**config.mk**
```make
export PLATFORM = sky130hd
export DESIGN_NAME = palt_nios_sysid_check
export DESIGN_NICKNAME = d
export VERILOG_FILES = /design/src/rtl/palt_nios_sysid_check.sv
export SDC_FILE = /design/constraint.sdc
export NUM_CORES = 1
export LEC_CHECK = 0
export BUFFER_PORTS_ARGS = -buffer_cell sky130_fd_sc_hd__buf_2
export CORE_MARGIN = 2
export CORE_UTILIZATION = 45
export DETAILED_ROUTE_END_ITERATION = 8
export GPL_ROUTABILITY_DRIVEN = 0
export MAX_ROUTING_LAYER = met4
export PLACE_DENSITY_LB_ADDON = 0.2
export SETUP_SLACK_MARGIN = 0.02
export SLEW_MARGIN = 20
export SYNTH_ARGS = -nofsm -noshare
export SYNTH_HDL_FRONTEND = slang
export SYNTH_SLANG_ARGS = --single-unit
```
**constraint.sdc**
```tcl
create_clock -name clock -period 1.9 [get_ports clock]
set_clock_uncertainty 0.05 [all_clocks]
set_input_delay 0.475 -clock clock [delete_from_list [all_inputs] [get_ports clock]]
set_output_delay 0.475 -clock clock [all_outputs]
set_load 0.1 [all_outputs]
```
**src/rtl/palt_nios_sysid_check.sv**
```systemverilog
// Boot-time system-ID integrity checker. It reads the sysid ID and timestamp words,
// compares them with the build-time values, and reports pass/fail through a status slave.
module palt_nios_sysid_check #(
  parameter logic [31:0] EXPECTED_ID   = 32'd8,
  parameter logic [31:0] EXPECTED_TS   = 32'd1649580841,
  parameter int unsigned SETTLE_CYCLES = 16,
  parameter int unsigned READ_LATENCY  = 1
) (
  input  logic        clock,
  input  logic        reset_n,
  output logic        sid_address,
  output logic        sid_read,
  input  logic [31:0] sid_readdata,
  input  logic [1:0]  s_address,
  input  logic        s_read,
  input  logic        s_write,
  input  logic [31:0] s_writedata,
  output logic [31:0] s_readdata,
  output logic        done,
  output logic        mismatch
);

  typedef enum logic [2:0] {
    SETTLE  = 3'd0,
    RD_ID   = 3'd1,
    WAIT_ID = 3'd2,
    RD_TS   = 3'd3,
    WAIT_TS = 3'd4,
    DONE    = 3'd5
  } state_t;

  localparam logic [7:0] SETTLE_LAST = 8'(SETTLE_CYCLES);
  localparam bit         ZERO_LAT    = (READ_LATENCY == 0);
  localparam logic [1:0] LAT_LAST    = ZERO_LAT ? 2'd0 : 2'(READ_LATENCY - 1);

  state_t      state;
  state_t      next_state;
  logic [7:0]  settle_cnt;
  logic [1:0]  lat_cnt;
  logic        id_ok;
  logic        ts_ok;
  logic [31:0] id_reg;
  logic [31:0] ts_reg;
  logic        sample_id;
  logic        sample_ts;
  logic        restart;
  logic        busy;
  logic [31:0] status_word;
  logic        unused_writedata;

  assign unused_writedata = ^s_writedata[31:1];

  // With zero latency the issue cycle is also the sample cycle.
  assign sample_id = ZERO_LAT ? (state == RD_ID)
                              : (state == WAIT_ID && lat_cnt == LAT_LAST);
  assign sample_ts = ZERO_LAT ? (state == RD_TS)
                              : (state == WAIT_TS && lat_cnt == LAT_LAST);

  assign restart = s_write && (s_address == 2'd0) && s_writedata[0] && (state == DONE);

  // State register and sequencing counters.
  always_ff @(posedge clock or negedge reset_n) begin
    if (!reset_n) begin
      state      <= SETTLE;
      settle_cnt <= '0;
      lat_cnt    <= '0;
    end else begin
      // NOTE: clocked state uses non-blocking assignments so every register
      // samples pre-edge values regardless of statement order.
      state      <= next_state;
      settle_cnt <= (state == SETTLE && next_state == SETTLE) ? settle_cnt + 8'd1 : 8'd0;
      lat_cnt    <= (state == WAIT_ID || state == WAIT_TS) ? lat_cnt + 2'd1 : 2'd0;
    end
  end

  always_comb begin
    // NOTE: default first so every path assigns next_state and no latch is inferred.
    next_state = state;
    unique case (state)
      SETTLE:  if (settle_cnt == SETTLE_LAST) next_state = RD_ID;
      RD_ID:   next_state = ZERO_LAT ? RD_TS : WAIT_ID;
      WAIT_ID: if (sample_id) next_state = RD_TS;
      RD_TS:   next_state = ZERO_LAT ? DONE : WAIT_TS;
      WAIT_TS: if (sample_ts) next_state = DONE;
      DONE:    if (restart) next_state = SETTLE;
      default: next_state = SETTLE;
    endcase
  end

  always_comb begin
    sid_read = (state == RD_ID) || (state == RD_TS);
    busy     = (state != DONE);
  end

  always_comb begin
    status_word = '0;
    case (s_address)
      2'd0:    status_word = {28'b0, busy, ts_ok, id_ok, done};
      2'd1:    status_word = id_reg;
      2'd2:    status_word = ts_reg;
      default: status_word = '0;
    endcase
  end

  // Captured words, verdict flags and the registered slave ports.
  always_ff @(posedge clock or negedge reset_n) begin
    if (!reset_n) begin
      sid_address <= 1'b0;
      s_readdata  <= '0;
      done        <= 1'b0;
      mismatch    <= 1'b0;
      id_reg      <= '0;
      ts_reg      <= '0;
      id_ok       <= 1'b0;
      ts_ok       <= 1'b0;
    end else begin
      if (next_state == RD_ID) sid_address <= 1'b0;
      else if (next_state == RD_TS) sid_address <= 1'b1;

      if (restart) begin
        done     <= 1'b0;
        mismatch <= 1'b0;
        id_reg   <= '0;
        ts_reg   <= '0;
        id_ok    <= 1'b0;
        ts_ok    <= 1'b0;
      end else begin
        if (sample_id) begin
          id_reg <= sid_readdata;
          id_ok  <= (sid_readdata == EXPECTED_ID);
        end
        if (sample_ts) begin
          ts_reg   <= sid_readdata;
          ts_ok    <= (sid_readdata == EXPECTED_TS);
          done     <= 1'b1;
          mismatch <= !(id_ok && (sid_readdata == EXPECTED_TS));
        end
      end

      // Reads see pre-edge status, so a same-cycle move into DONE is not reflected yet.
      if (s_read) s_readdata <= status_word;
    end
  end

endmodule

```
**After elaboration in Yosys (flattened, before gate mapping)**

Index checks and enable logic that the tools add are counted.

- Register bits after elaboration: 114
- Input bits: 70

- Add/sub/neg operators: 2
- Equal/unequal tests: 13
- Mux-type cells: 22
- Reduce and logical (&&, ||, !) cells: 17

Operators by type and width:

| cell | number |
|---|---|
| 32-bit two-way mux | 4 |
| 32-bit one-hot mux with 3 select lines | 1 |
| 32-bit by 31-bit == test with 1-bit output (second input constant) | 1 |
| 32-bit by 4-bit == test with 1-bit output (second input constant) | 1 |
| 3-bit one-hot mux with 6 select lines | 1 |
| 3-bit two-way mux | 4 |
| 1-bit two-way mux | 10 |
| 3-bit by 2-bit == test with 1-bit output (second input constant) | 3 |
| 8-bit by 1-bit adder with 8-bit output (second input constant) | 1 |
| 8-bit by 5-bit == test with 1-bit output (second input constant) | 1 |
| 8-bit two-way mux | 1 |
| 1-bit logical AND | 7 |
| 3-bit by 1-bit == test with 1-bit output (second input constant) | 2 |
| 3-bit == test (second input constant) | 2 |
| 3-bit logical NOT | 2 |
| 2-bit nonzero test | 3 |
| 2-bit logical NOT | 2 |
| 3-bit != test (second input constant) | 1 |
| 2-bit by 1-bit adder with 2-bit output (second input constant) | 1 |
| 2-bit by 1-bit == test with 1-bit output (second input constant) | 1 |
| 2-bit == test (second input constant) | 1 |
| 1-bit logical OR | 2 |
| 2-bit two-way mux | 1 |
| 1-bit logical NOT | 1 |

**Longest topological paths before layout**

Gate-level depths: netlist of the first run.

- Depth in word-level cells: 9
- Mapped depth: 8

**Least setup slack after synthesis of the first run**

Ideal clock, no wire load.

- Path kind: register to output
- Start: reg state[0]
- End: out sid_read
- Arrival time: 1827 ps
- Data required time: 1375 ps
- Slack: -452 ps
- Stages on the path, launching flop included: 4
- Buffers on the path: 1
- Path through: dfrtp_1 > buf_2 > inv_1 > nor2_1

- Cells in the longest elaborated chain, start to end: 2
- Elaborated cells on any way between the ends: 3
- Classes of those cells: eq/ne (2); reduce/logical (1)

RTL lines:

| item | line | RTL |
|---|---|---|
| from (decl) | 36 | `state_t state;` |
| from (signal assigned) | 70 | `state <= next_state;` |
| 3-bit by 1-bit == test with 1-bit output / 3-bit by 2-bit == test with 1-bit output (equally long branches) | 91 | `sid_read = (state == RD_ID) \|\| (state == RD_TS);` |
| 1-bit logical OR (*) | 91 |  |
| to (decl) | 12 | `output logic sid_read,` |

Mark *: on every way between the ends. The rest lies on a longest branch, timed or not.

**Final worst setup path of the first run**

- Start: reg state[2]
- End: out sid_read

Same word-level chain as after synthesis.

==> out/summary.txt, run 1 <==
Crit path cell chain: buf_6 -> nor2_4 -> buf_12
WHS Endpoint: ts_reg[1]
Final hold vios: 0
Worst r2r src: state[2]
Worst R2R Path Depth: 7
Worst setup EP type: primary output
Vias in the first global route: 3789
CP max stage delay: 0.40 ns
Worst EP required: 1.37 ns
Hold Path Class: primary input to flop
H-tree Lvls: 4
Root buf cell: clkbuf_8
Final WL: 12140 µm
# rows: 37
Hold Path Cell Cnt: 2
Register area: 2854 µm²
CTS tree: built
FFs w/ async S/R, synth: 100.0%
CP Class: flop to primary output
Max-slew violations: 0
Total grt overflow: 0
Max Buffers Root-to-Sink: 2
Synth Instances: 397
Initial antenna violation count: 0
# fillers: 841
Post-synthesis cell area: 4705 µm²
Max Cap Violations: 0
Slew margin rel.: 62.64%
ANT nets after route: 0
Prevailing post-synth register cell: dfrtp_1
Cts bufs inserted: 17
Detailed placement HPWL: 7359 µm
Clk network pwr share: 28.3%
Share of layout cells above drive strength 1: 30.89%
Sw Pwr: 0.004002 W
Setup WS post-layout: 0.03057 ns
Buffers on Ports: 74
DRT iter0 DRCs: 356
Comb pwr share: 36.3%
Post-synthesis cell type count: 38
DP Worst Slack: -0.2319 ns
Crit path launch type: flop
Worst Tran Pin Value: 0.5590 ns
Synth top area share: 60.64%
Worst path slowest cell: dfrtp_1
PwrDens: 1755 nW/µm²
FMAX: 534.9 MHz
Area leader, netlist: dfrtp_1
Net Sw Frac: 37.34%
Internal power: 0.006716 W
# setup viols final: 0
Hold_ws: 0.1728 ns
Hold Startpoint: sid_readdata[1]
Tmin final: 1.869 ns
RSZ-0062 raised after global routing: true
Synth-to-layout area growth: 29.79%
Fin nets: 579
Die W: 106.2 µm
Seq/Total Area, Yosys: 60.64%
DRC Markers: 0
Syn Area/Cell: 11.85 µm²
Dominant cells by area after synthesis: dfrtp_1 61%, a22o_1 12%, a22oi_1 4.5%
Initial Util: 45.98%
Metal-1 WL: 5446 µm
Die footprint: 11290 µm²
Final Cycle Share: 98.39%
Critical path buffers and inverters: 2
Synthesized flop and latch total: 114
Max VDD drop: 0.7725 mV
Post-synth EDFFs: 0
Arr. time, crit path: 1.34 ns
Setup TNS: 0 ns
# diodes: 0
Largest net degree at the start of global routing: 65
Final Core Density: 59.68%
WL met2: 5718 µm
Vias: 3676
CP delay by family, top: flip-flops
Flop pwr share: 35.5%
Mapped Nets: 470
R2r endpoint: id_ok
DR pass1 iterations: 5
First-pass GRT wire length: 19930 µm
Post-DR wirelength/cell: 18.56 µm
Die outline height: 106.2 µm
CP max FO: 3
Via density: 5.621
Routed wl met3: 800 µm
Clock slew at reported path FFs: 0.06 ns
Area of the multi-input gates: 1692 µm²
Status: finished, final reports clean
YS warnings: 0
Io pins: 106
Sink Count: 114
Static leakage: 2.929 nW
Internal reg-to-reg setup slack: 0.14 ns
DR top layer: met4
Core Box Area: 10230 µm²
All-Layer GR Usage: 24.08%
Clock latency on the worst-skew pair: 0.52 ns
## worst reg2reg max path: cells and delay by family (launching register included)
kind / cells / cell delay, ns
AND/OR/NAND/NOR: 3 / 0.63
buffers and inverters: 3 / 0.47
flip-flops: 1 / 0.40
AO/OA/AOI/OAI: 1 / 0.16
## area by class of cell
type                    count  share of cell area, %
well taps                 136                  2.787
clock inverters            10                  1.783
flip-flops and latches    114                  46.74
repair buffers            117                  12.97
clock buffers              21                  7.520
multi-input cells         248                  27.70
inverters                   8                 0.4918
## layer usage
| metal | track usage (%) | vias up |
|---|---|---|
| met2 | 35.71 | 144 |
| met3 | 6.928 | 16 |
| met4 | 9.586 | 0 |
| met1 | 31.40 | 1825 |
| met5 | - | - |
| li1 | - | 1691 |
## synthesized netlist by cell type, types with 2 or more instances
cell	instances
dfrtp_1	114
a21oi_1	38
xnor2_1	3
ha_1	3
nand3_1	6
and3_1	5
inv_1	7
xor2_1	4
nand2b_1	3
nand4_1	5
nor4b_1	2
buf_4	3
buf_2	12
a22oi_1	28
clkbuf_1	7
nor2b_1	3
a211oi_1	2
nand2_1	2
mux2i_1	4
buf_6	6
a22o_1	65
nor2_1	50
nor2_4	2
nor4_1	7
nor3_1	2
and2_1	2
## per-stage QoR
stage	area (µm²)	total power, W	cells
5_1_grt	6106	0.01128	654
3_3_place_gp	5393	0.007337	611
3_5_place_dp	5393	0.007433	611
4_1_cts	6022	0.01063	647
2_1_floorplan	4712	0.006542	397
6_report	6106	0.01072	654
## worst max-delay path by stage
| stage | startpoint | end | slack, ns | cells after the start |
|---|---|---|---|---|
| 2_1_floorplan | s_address[0] | ts_reg[10] | 0.21 | 6 |
| 3_3_place_gp | s_writedata[0] | ts_ok | -0.18 | 5 |
| 3_5_place_dp | s_address[0] | ts_ok | -0.23 | 5 |
| 4_1_cts | state[2] | sid_read | 0.003 | 3 |
| 5_1_grt | state[2] | sid_read | -0.02 | 3 |
| 6_report | state[2] | sid_read | 0.03 | 3 |
## cell families (layout without fill, tap and decap cells)
group / Yosys count / count (layout) / share of synthesized area [%]
multiplexers: 4 / 4 / 0.8511
buffers and inverters: 37 / 156 / 4.468
flip-flops: 114 / 114 / 60.64
XOR/XNOR: 7 / 7 / 1.303
AO/OA/AOI/OAI: 138 / 138 / 21.73
adder cells (fa/ha/maj): 3 / 3 / 0.7980
AND/OR/NAND/NOR: 94 / 96 / 10.21
## power groups by stage
stage / logic, W / registers, W / clock network (W)
2_1_floorplan: 0.00183 / 0.00471 / 0
3_3_place_gp: 0.00353 / 0.00381 / 0
3_5_place_dp: 0.00360 / 0.00383 / 0
4_1_cts: 0.00375 / 0.00379 / 0.00309
5_1_grt: 0.00416 / 0.00390 / 0.00322
6_report: 0.00389 / 0.00380 / 0.00303
## timing repair
action | CTS | global route
setup endpoints to repair | 51 | 49
setup buffers | 2 | 7
hold endpoints to repair | 21 | 0
hold buffers | 1 | 0
pin swaps | 4 | 3
cloned | 2 | 0
gates resized for setup | 9 | 10
## cells in the final DEF (no fill, tap or decap), types with 2 or more instances in the layout
master      Yosys  routed
buf_12          0       5
nor4b_1         2       2
a211oi_1        2       2
inv_2           1       2
mux2i_1         4       4
clkinvlp_4      0       2
xnor2_1         3       3
nor2_1         50      49
clkbuf_8        0       4
nand3_1         6       6
bufinv_16       0       2
nor4_1          7       7
nand4_1         5       5
nor3_1          2       2
ha_1            3       3
a21oi_1        38      38
a22o_1         65      65
buf_4           3      38
clkbuf_4        0       5
xor2_1          4       4
nand2b_1        3       3
and3_1          5       5
buf_6           6       3
inv_1           7       6
nand2_1         2       2
nor2_4          2       5
clkbuf_16       0      16
nor2b_2         1       2
buf_2          12      65
a22oi_1        28      28
dfrtp_1       114     113
clkinv_2        0       5
nor2b_1         3       2
(Power assumes the default switching activity.)
==> run 2: changes to the inputs <==
--- a/config.mk
+++ b/config.mk
@@ -11,5 +11,4 @@
 export DETAILED_ROUTE_END_ITERATION = 8
 export GPL_ROUTABILITY_DRIVEN = 0
-export MAX_ROUTING_LAYER = met4
 export PLACE_DENSITY_LB_ADDON = 0.2
 export SETUP_SLACK_MARGIN = 0.02
==> constraint.sdc (replaced) <==
create_clock -name clock -period 1.9 [get_ports clock]
set_clock_uncertainty 0.05 [all_clocks]
set_input_delay 0.095 -clock clock [delete_from_list [all_inputs] [get_ports clock]]
set_output_delay 0.095 -clock clock [all_outputs]
set_load 0.1 [all_outputs]
==> out/summary.txt, run 2 (synthesized netlist as in run 1, its figures left out) <==
Largest net degree at the start of global routing: 49 (-25%)
CP Class: flop to flop
CP max stage delay: 0.38 ns (-0.02 ns)
Initial antenna violation count: 0 (unchanged)
Commonest non-fill, non-tap cell in the layout: dfrtp_1
Routed wl met3: 697 µm (-13%)
FMAX: 561.0 MHz (+4.9%)
Critical path buffers and inverters: 3 (+1)
Worst Tran Pin Value: 0.5230 ns (-0.03605 ns)
Slew margin rel.: 64.81% (+2.2 points)
ANT nets after route: 0 (unchanged)
CP delay by family, top: buffers and inverters
# fillers: 823 (-2.1%)
Detailed placement HPWL: 7482 µm (+1.7%)
Total grt overflow: 0 (unchanged)
Cts bufs inserted: 17 (unchanged)
Setup WS post-layout: 0.1173 ns (+0.08677 ns)
# rows: 37 (unchanged)
Leading cell types in the layout, fill and taps excluded: 114 x dfrtp_1, 72 x buf_2, 65 x a22o_1
Final Cycle Share: 93.82% (-4.6 points)
DRT iter0 DRCs: 300 (-16%)
Final Core Density: 62.24% (+2.6 points)
Root buf cell: clkbuf_8
Vias in the first global route: 3782 (-0.18%)
Post-DR wirelength/cell: 18.32 µm (-1.3%)
Arr. time, crit path: 2.16 ns (+0.82 ns)
Core Box Area: 10230 µm² (unchanged)
Sink Count: 114 (unchanged)
Tmin final: 1.783 ns (-0.08677 ns)
PwrDens: 1742 nW/µm² (-0.75%)
Initial Util: 45.98% (unchanged)
Die footprint: 11290 µm² (unchanged)
Final hold vios: 0 (unchanged)
DR pass1 iterations: 5 (unchanged)
CP max FO: 26 (+23)
Metal-1 WL: 5696 µm (+4.6%)
Setup TNS: 0 ns (unchanged)
H-tree Lvls: 4 (unchanged)
Static leakage: 3.010 nW (+2.8%)
Vias: 3744 (+1.8%)
# diodes: 0 (unchanged)
Fin nets: 596 (+2.9%)
Status: finished, final reports clean
Die outline height: 106.2 µm (unchanged)
# setup viols final: 0 (unchanged)
Crit path cell chain: inv_1 -> ha_1 -> nor2b_1 -> and2_4 -> buf_12 -> buf_4 -> a21oi_1 -> a31oi_1
Synth-to-layout area growth: 35.35%
DR top layer: met4
DP Worst Slack: -0.09830 ns (+0.1336 ns)
Max Cap Violations: 0 (unchanged)
CTS tree: built
Clock latency on the worst-skew pair: 0.51 ns (about the same)
Worst setup EP type: flop
Die W: 106.2 µm (unchanged)
Max Buffers Root-to-Sink: 2 (unchanged)
All-Layer GR Usage: 23.25% (-0.83 points)
Tot Pwr: 0.01109 W (+3.5%)
Worst path slowest cell: dfrtp_1
Buffers on Ports: 74 (unchanged)
Max VDD drop: 0.9608 mV (+24%)
Final WL: 12310 µm (+1.4%)
First-pass GRT wire length: 20120 µm (+0.93%)
Share of layout cells above drive strength 1: 27.05% (-3.8 points)
RSZ-0062 raised after global routing: false
Crit path launch type: flop
Max-slew violations: 0 (unchanged)
Io pins: 106 (unchanged)
Worst EP required: 2.28 ns (+0.91 ns)
DRC Markers: 0 (unchanged)
Hold Path Class: primary input to asynchronous set/reset pin
Via density: 5.571 (-0.88%)
Clock slew at reported path FFs: 0.06 ns (about the same)
WL met2: 5798 µm (+1.4%)
run 2: final timing paths:
| check | startpoint | slack [ns] | end | depth (start not counted) |
|---|---|---|---|---|
| setup / recovery | lat_cnt[0] | 0.12 | mismatch | 8 |
| max in group asynchronous | reset_n | 1.13 | ts_reg[29] | 3 |
| setup reg to reg | lat_cnt[0] | 0.12 | mismatch | 8 |
| min in group clock | s_read | 0.04 | s_readdata[31] | 2 |
| hold reg to reg | ts_reg[29] | 0.45 | ts_reg[29] | 1 |
| hold / removal | reset_n | 0.03 | s_readdata[28] | 2 |
run 2: what timing repair did:
action,in CTS,in global routing
endpoints found under the setup margin,35,18
gates cloned,1,0
hold buffers,33,0
buffers inserted,0,1
gates resized for setup,4,3
hold endpoints to repair,181,0
pin swaps,0,1
run 2: area by class of cell:
cell class / instances / area, µm² / area share [%]
flip-flops and latches: 114 / 2853 / 44.80
clock buffers: 19 / 441.7 / 6.937
clock inverters: 13 / 206.4 / 3.242
multi-input cells: 247 / 1675 / 26.31
well taps: 136 / 170.2 / 2.672
inverters: 8 / 30.03 / 0.4716
repair buffers: 135 / 991.0 / 15.56
run 2: stage by stage:
stage          std cells  hold slack (ns)  cell area (µm²)
3_5_place_dp         605          0.03101             5353
6_report             672          0.03493             6367
3_3_place_gp         605          0.02400             5353
5_1_grt              672          0.05513             6367
2_1_floorplan        397          -0.2506             4707
4_1_cts              671          0.01968             6350
run 2: power breakdown:
part	internal (W)	switching, W	total, W
Clock	0.00233	0.00113	0.00345
Sequential	0.00330	0.000522	0.00382
Combinational	0.00144	0.00237	0.00382
run 2: routing by layer:
metal | vias up | track usage [%]
li1 | 1734 | -
met1 | 1852 | 33.31
met2 | 148 | 35.39
met3 | 10 | 4.905
met4 | 0 | 7.707
met5 | - | 0
==> run 3: changes to the inputs <==
- CTS_BUF_LIST: default -> sky130_fd_sc_hd__clkbuf_8
==> out/summary.txt, run 3 (synthesized netlist as in run 1, its figures left out) <==
Via density: 5.574 (about the same)
Max Buffers Root-to-Sink: 2 (unchanged)
Die footprint: 11290 µm² (unchanged)
Share of layout cells above drive strength 1: 26.92% (-0.14 points)
Final Core Density: 60.40% (-1.8 points)
Vias in the first global route: 3737 (-1.2%)
ANT nets after route: 0 (unchanged)
Setup TNS: 0 ns (unchanged)
Max-slew violations: 0 (unchanged)
Final Instance Area: 6180 µm² (-2.9%)
CP max stage delay: 0.38 ns (about the same)
RSZ-0062 raised after global routing: true
Initial antenna violation count: 0 (unchanged)
First-pass GRT wire length: 19690 µm (-2.1%)
Max Cap Violations: 0 (unchanged)
Clock slew at reported path FFs: 0.07 ns (about the same)
Vias: 3740 (-0.11%)
Static leakage: 2.923 nW (-2.9%)
Crit path cell chain: inv_1 -> ha_1 -> nor2b_1 -> and2_4 -> buf_12 -> buf_4 -> a21oi_1 -> a31oi_1
Register area: 2853 µm² (unchanged)
Die outline height: 106.2 µm (unchanged)
Root buf cell: clkbuf_8
H-tree Lvls: 4 (unchanged)
DRT iter0 DRCs: 302 (+0.67%)
Worst setup EP type: flop
Status: finished, final reports clean
Tmin final: 1.767 ns (-0.01581 ns)
FMAX: 566.0 MHz (+0.90%)
DP Worst Slack: -0.09830 ns (unchanged)
Leading cell types in the layout, fill and taps excluded: 114 x dfrtp_1, 72 x buf_2, 65 x a22o_1
Synth-to-layout area growth: 31.36%
Final WL: 12200 µm (-0.93%)
Setup WS post-layout: 0.1331 ns (+0.01581 ns)
Detailed placement HPWL: 7482 µm (unchanged)
Internal reg-to-reg setup slack: 0.13 ns (+0.02 ns)
# diodes: 0 (unchanged)
Initial Util: 45.98% (unchanged)
Sink Count: 114 (unchanged)
CP max FO: 26 (unchanged)
Slew margin rel.: 64.10% (-0.71 points)
Worst path slowest cell: dfrtp_1
Largest net degree at the start of global routing: 49 (unchanged)
Worst r2r src: lat_cnt[0]
All-Layer GR Usage: 22.79% (-0.46 points)
# setup viols final: 0 (unchanged)
Clock latency on the worst-skew pair: 0.43 ns (-0.08 ns)
Commonest non-fill, non-tap cell in the layout: dfrtp_1
Fin nets: 595 (-0.17%)
Hold_ws: 0.1151 ns (+0.08015 ns)
# fillers: 839 (+1.9%)
R2r endpoint: mismatch
Max VDD drop: 1.128 mV (+17%)
Buffers on Ports: 74 (unchanged)
Final Cycle Share: 92.99% (-0.83 points)
Hold Path Class: primary input to asynchronous set/reset pin
Area of the multi-input gates: 1675 µm² (unchanged)
PwrDens: 1661 nW/µm² (-4.6%)
Total grt overflow: 0 (unchanged)
CP Class: flop to flop
Die W: 106.2 µm (unchanged)
DRC Markers: 0 (unchanged)
Cts bufs inserted: 17 (unchanged)
Post-DR wirelength/cell: 18.18 µm (-0.79%)
Core Box Area: 10230 µm² (unchanged)
Worst R2R Path Depth: 8 (unchanged)
Worst EP required: 2.21 ns (-0.07 ns)
Arr. time, crit path: 2.07 ns (-0.09 ns)
# rows: 37 (unchanged)
Placed Area: 5353 µm² (unchanged)
Crit path launch type: flop
Io pins: 106 (unchanged)
Final hold vios: 0 (unchanged)
CTS tree: built
DR pass1 iterations: 4 (-1)
Worst Tran Pin Value: 0.5372 ns (+0.01417 ns)
## run 3: worst max path at each step
stage	startpoint	to	slack, ns
4_1_cts	lat_cnt[0]	mismatch	0.03
5_1_grt	lat_cnt[0]	id_ok	0.004
6_report	lat_cnt[0]	mismatch	0.13
3_3_place_gp	lat_cnt[0]	ts_ok	-0.02
2_1_floorplan	lat_cnt[0]	id_reg[0]	0.37
3_5_place_dp	lat_cnt[0]	ts_ok	-0.1
## run 3: final cells by class
cell class	instances	share of cell area [%]
multi-input combinational	247	27.11
timing repair buffer	134	15.91
sequential	114	46.16
inverter	8	0.4859
clock buffer	19	4.232
clock inverter	13	3.341
tap	136	2.754
## run 3: critical path: cells and delay by family (launching register included)
| kind | cells | cell delay [ns] |
|---|---|---|
| buffers and inverters | 3 | 0.46 |
| DFF | 1 | 0.38 |
| and+or+nand+nor | 2 | 0.42 |
| AOI/OAI and AO/OA | 2 | 0.19 |
| adders and majority gates | 1 | 0.17 |
## run 3: timing repair
| action | CTS | global route |
|---|---|---|
| buffers inserted | 0 | 0 |
| pin swaps | 0 | 1 |
| endpoints found under the setup margin | 34 | 24 |
| endpoints found under the hold margin | 179 | 0 |
| cloned | 1 | 0 |
| gates resized for setup | 3 | 4 |
| hold buffers | 33 | 0 |
## run 3: metal layers
layer  vias to the layer above  part of all wire [%]  GRT usage, %  wire length (µm)
li1                       1727                     -             -                 -
met1                      1860                    46         32.71              5666
met2                       134                    47         33.93              5686
met3                        19                   5.3         5.825               642
met4                         0                   1.7         7.425               203
met5                         -                     0             0                 0
## run 3: per-stage QoR
stage / cells / total power (W)
detailed placement: 605 / 0.007501
global placement: 605 / 0.007408
finish: 671 / 0.01027
global route: 671 / 0.01076
CTS: 671 / 0.01027
floorplan: 397 / 0.006533
## run 3: power by group
part	switching (W)	total, W	internal, W
combinational	0.00236	0.00380	0.00143
clock	0.00103	0.00266	0.00163
sequential	0.000516	0.00381	0.00329
total	0.00391	0.0103	0.00635
